**src/rtl/cordic16_serial_engine.sv**
```systemverilog
// cordic16_serial_engine: iterative 16-step CORDIC, one micro-rotation per clock,
// rotation and vectoring modes with coarse 180-degree pre-rotation.
module cordic16_serial_engine #(
  parameter int ITER = 16,
  parameter int ZW   = 24,
  parameter int XW   = 20
) (
  input  logic        clk,
  input  logic        rst,
  input  logic [15:0] xi,
  input  logic [15:0] yi,
  input  logic [15:0] zi,
  input  logic        load,
  input  logic        mi,
  output logic [15:0] xo,
  output logic [15:0] yo,
  output logic [15:0] zo,
  output logic        mo,
  output logic        rdy
);
  typedef enum logic [1:0] {IDLE, RUN, FIN} state_t;
  localparam logic [ZW-1:0] HALF = {1'b1, {(ZW-1){1'b0}}};
  localparam logic [ZW-1:0] ATAN [16] = '{
    24'd2097152, 24'd1238021, 24'd654136, 24'd332050,
    24'd166669,  24'd83416,   24'd41718,  24'd20860,
    24'd10430,   24'd5215,    24'd2608,   24'd1304,
    24'd652,     24'd326,     24'd163,    24'd81
  };
  state_t state_q, state_d;
  logic signed [XW-1:0] x_q, x_d, y_q, y_d, xe, ye, xs, ys;
  logic signed [XW:0] xr, yr;
  logic [ZW-1:0] z_q, z_d, zin, zr;
  logic [3:0] i_q, i_d;
  logic m_q, m_d, zf_q, zf_d, flip, neg;
  logic [15:0] xo_d, yo_d, zo_d;
  logic mo_d, rdy_d;

  function automatic logic [15:0] sat16(input logic signed [XW:0] v);
    logic signed [XW:0] s;
    s = v >>> 4;
    return (&s[XW:15] || ~|s[XW:15]) ? s[15:0] : {s[XW], {15{~s[XW]}}};
  endfunction

  always_comb begin
    xe = {{(XW-19){xi[15]}}, xi, 3'b0};
    ye = {{(XW-19){yi[15]}}, yi, 3'b0};
    zin = {zi, {(ZW-16){1'b0}}};
    flip = mi ? zin[ZW-1] ^ zin[ZW-2] : xi[15];
    xs = x_q >>> i_q;
    ys = y_q >>> i_q;
    neg = m_q ? z_q[ZW-1] : ~y_q[XW-1];
    xr = {x_q[XW-1], x_q} + (XW+1)'(8);
    yr = {y_q[XW-1], y_q} + (XW+1)'(8);
    zr = z_q + ZW'(128);
    state_d = state_q;
    x_d = x_q;
    y_d = y_q;
    z_d = z_q;
    i_d = i_q;
    m_d = m_q;
    zf_d = zf_q;
    xo_d = xo;
    yo_d = yo;
    zo_d = zo;
    mo_d = mo;
    rdy_d = 1'b0;
    if (load) begin
      state_d = RUN;
      x_d = flip ? -xe : xe;
      y_d = flip ? -ye : ye;
      z_d = mi ? (flip ? zin + HALF : zin) : (flip ? HALF : '0);
      i_d = '0;
      m_d = mi;
      // all-zero vector never converges in angle; its phase is pinned to 0
      zf_d = ~mi & ~|{xi, yi};
    end else if (state_q == RUN) begin
      x_d = neg ? x_q + ys : x_q - ys;
      y_d = neg ? y_q - xs : y_q + xs;
      z_d = neg ? z_q + ATAN[i_q] : z_q - ATAN[i_q];
      i_d = i_q + 4'd1;
      state_d = i_q == 4'(ITER-1) ? FIN : RUN;
    end else if (state_q == FIN) begin
      state_d = IDLE;
      xo_d = sat16(xr);
      yo_d = sat16(yr);
      zo_d = zf_q ? '0 : zr[ZW-1-:16];
      mo_d = m_q;
      rdy_d = 1'b1;
    end
  end

  always_ff @(posedge clk or negedge rst) begin
    if (!rst) begin
      state_q <= IDLE;
      x_q <= '0;
      y_q <= '0;
      z_q <= '0;
      i_q <= '0;
      m_q <= 1'b0;
      zf_q <= 1'b0;
      xo <= '0;
      yo <= '0;
      zo <= '0;
      mo <= 1'b0;
      rdy <= 1'b0;
    end else begin
      state_q <= state_d;
      x_q <= x_d;
      y_q <= y_d;
      z_q <= z_d;
      i_q <= i_d;
      m_q <= m_d;
      zf_q <= zf_d;
      xo <= xo_d;
      yo <= yo_d;
      zo <= zo_d;
      mo <= mo_d;
      rdy <= rdy_d;
    end
  end
endmodule

```
**config.mk**
```make
export PLATFORM = sky130hd
export DESIGN_NAME = cordic16_serial_engine
export DESIGN_NICKNAME = d
export VERILOG_FILES = /design/src/rtl/cordic16_serial_engine.sv
export SDC_FILE = /design/constraint.sdc
export NUM_CORES = 1
export LEC_CHECK = 0
export CAP_MARGIN = 20
export CORE_ASPECT_RATIO = 1.2
export CORE_UTILIZATION = 56
export DETAILED_ROUTE_END_ITERATION = 12
export PLACE_DENSITY_LB_ADDON = 0.08
export SYNTH_ARGS = -nofsm -noshare
export SYNTH_HDL_FRONTEND = slang
export SYNTH_SLANG_ARGS = --single-unit
```
**constraint.sdc**
```tcl
create_clock -name clk -period 16 [get_ports clk]
set_input_delay 1.6 -clock clk [delete_from_list [all_inputs] [get_ports clk]]
set_output_delay 1.6 -clock clk [all_outputs]
set_load 0.02 [all_outputs]
```
==> metrics <==
Slowest cell on crit path buf_4; post-synth cell types 75; post-route clock period utilization 0.4225; peak supply drop 0.1807 mV; Initial DRT Pass Iterations 6; cell taking the most area after synthesis dfrtp_1; GR Overflow Total 0; cell chain of the critical path buf_4, inv_1, ha_1, mux4_2, inv_1, ha_1, nor3b_1, nand3_1, or3_1, nor3_1, and3_1, nor2_1, xor2_1, ha_1, a21o_1, a21o_1, a21oi_1, o21ai_0, nor3_1, a21oi_1, a31oi_1, xnor2_1, or3_1, a31oi_1; largest family of logic cells by synthesized area compound AO/OA/AOI/OAI gates; P_leak just over 6 nW; area of placed instances approximately 14,000 µm²; Hold Crit Class reg -> reg; TritonCTS sink count approximately 120; number of synthesized flops with an enable pin 0; Reg2Reg Depth 24; total core area 23,280 µm²; Total Routed Length ~38,000 µm; Layout area overhead 12.45%; CP Buf/Inv Count 3; Syn Inst Count 1,651; Main synth FF type dfrtp_1; total CTS buffers 17; Slew Limit Headroom 0.3581; Starting DRT DRC Count 1,052; count leader, synth nand2_1; FF+latch area slightly above 3000 µm²; number of fill cells 2,049; Synth top area share 0.2282; antenna violations before repair 0; WS Path Type reg -> reg; GR Layer Usage met2 0.5614; Post-Syn Nets between 1,500 and 2,000; Critical R2R Capture z_q[23]; synthesized-area fraction occupied by adder cells 0.08587; drt wl/cell 19.14 µm; vias in the first global route approximately 12,000; cts repair resizes 0; # H-tree levels 4; mapped cell area about 13,000 µm²; Hold Crit Endpoint zo[1]; post-synthesis simple-gate area fraction 0.1859; worst r2r src i_q[0]; GRT Total Usage 0.3197; CP delay by family, top simple AND/OR/NAND/NOR gates; Top-Level Pins 102; Setup TNS Final 0 ns; number of synthesized register bits 122; post-synthesis sequential area ratio 0.2282; row count 61; IO buf count 101; later-pin clock latency in the skew report between 0.4 and 0.5 ns; RSZ-0062 raised after global routing no; cts hold-fix bufs 0; Req. time, crit path 16.35 ns; asr flop ratio synth 1.000; Die X 143.1 µm; Post-synth top cells nand2_1 (193), nor2_1 (150), a21oi_1 (134), dfrtp_1 (122), o21ai_0 (111); status finished, final reports clean; Max-Cap Viols 0; compound-gate portion of the synthesized area 0.2155; CP Launch Type flop; Setup Viol. Count Final 0; post-route ant nets 0; detailed-route DRC error count 0; area of the multi-input gates 9624 µm²; root buffer cell clkbuf_16; Worst R2R Setup Slack 9.24 ns; first-pass GRT wire length 60,710 µm; CTS tree yes; Reg clk slew, reported paths 0.06 ns; GPL Wtd Cong 0.9559; final instance area 15,040 µm²; Clock Tree Buf Depth 2; DP HPWL about 28,000 µm; largest cells by area after synthesis dfrtp_1 (23%), ha_1 (8.1%), mux4_2 (6.2%); Avg Cell Area, Syn 8.102 µm²; drt via density 6.210; Clock Skews 0.01277 ns; CP endpoint kind flop; Ys Warns 0; ratio of cells with drive above 1 in the final layout 0.08328; diode count 0; met3 track utilization from global routing 0.04955; multiplexer share of the synthesized area 0.1214; Achievable Freq 147.9 MHz; minimum clock period 6.760 ns; Worst Hold Launch zf_q; Hold Crit Depth 1; Initial Util 0.5746; worst-path fanout max 53; critical path arrival 7.11 ns; Slew @ Worst Pin 0.9623 ns; Worst path max stage delay around 0.6 ns; DIE HEIGHT ~170 µm; GR peak layer met2; global routing usage on met1 0.3741; via count 12,396; Post-CTS Setup Repair Bufs 0; crit-path most repeated cell ha_1; Power per Cell Area 240.4 nW/µm²; Final Slew Violations 0; final hold viol count 0; die area 24,510 µm²; nets 1,811; post-synthesis xor/xnor area fraction 0.1100; maximum number of pins on one net before global-route repair 85
cells by family after synthesis:
kind of cell,count (synthesis)
compound gates,461
fa+ha+maj,90
xor+xnor,168
buf+inv,170
mux,101
simple gates,539
flops,122
routing by layer:
metal / share of wire / wire [µm]
met2: 0.50 / 18910
met5: 0 / 0
met3: 0.053 / 2025
met4: 0.052 / 1983
met1: 0.40 / 15280
cell usage in the layout, fill, tap and decap left out, types with 21 or more instances in the layout:
cell type / count
ha_1: 87
nand3_1: 36
mux4_2: 37
a31oi_1: 25
clkdlybuf4s50_1: 99
nor2_1: 150
o21ai_0: 111
mux2_2: 29
o31ai_1: 38
mux2i_1: 28
a211oi_1: 34
inv_1: 49
nor3_1: 32
xor2_1: 76
xnor2_1: 92
nand2_1: 193
and3_1: 21
a21oi_1: 134
dfrtp_1: 118
where the power goes:
group          switching (mW)  leakage [nW]  internal [mW]  total (mW)
sequential              0.234          1.57          0.394       0.629
clock                   0.159         0.307          0.277       0.436
combinational            1.38          4.35           1.17        2.55
total                    1.77          6.22           1.84        3.62
worst max-delay path by stage:
stage | cells after the start | startpoint | slack (ns) | end
final | 24 | i_q[0] | 9.24 | z_q[23]
after global routing | 24 | i_q[0] | 8.58 | z_q[23]
after CTS | 24 | i_q[0] | 9.34 | z_q[23]
after detailed placement | 24 | i_q[0] | 9.43 | z_q[23]
after global placement | 24 | i_q[0] | 9.53 | z_q[23]
after floorplan | 27 | i_q[0] | 10.25 | z_q[23]
sequential cells by signal (all words and copies together), names as in the netlist, 2 cells and up:
signal,count
i_q,4
xo,16
state_q,2
zo,16
z_q,24
x_q,20
y_q,20
yo,16
stage by stage:
step | hold slack, ns | cells | setup WS [ns] | power (mW) | utilization
global placement | 0.4499 | 1965 | 9.529 | 3.084 | 0.6184
CTS | 0.4634 | 1996 | 9.340 | 3.584 | 0.6462
detailed placement | 0.4548 | 1965 | 9.434 | 3.126 | 0.6184
finish | 0.4604 | 1996 | 9.240 | 3.616 | 0.6462
floorplan | 0.4292 | 1651 | 10.25 | 2.597 | -
global route | 0.4745 | 1996 | 8.576 | 3.943 | 0.6462
layout make-up:
cell class                      count  area share
Multi-Input combinational cell   1359      0.6398
Sequential cell                   122      0.2033
Timing Repair Buffer              117     0.07470
Clock buffer                       18     0.02853
Tap cell                          315     0.02620
Clock inverter                     13     0.01447
Inverter                           52     0.01298
worst reg2reg max path, cell delays in order, from the launching register on:
cell and delay, ns:
dfrtp_2 0.34, buf_4 0.60, inv_1 0.57, ha_1 0.46
mux4_2 0.52, inv_1 0.10, ha_1 0.19, nor3b_1 0.28
nand3_1 0.15, or3_1 0.36, nor3_1 0.35, and3_1 0.26
nor2_1 0.11, xor2_1 0.18, ha_1 0.39, a21o_1 0.21
a21o_1 0.17, a21oi_1 0.23, o21ai_0 0.15, nor3_1 0.15
a21oi_1 0.13, a31oi_1 0.21, xnor2_1 0.11, or3_1 0.32
a31oi_1 0.16
(Power assumes the default switching activity.)
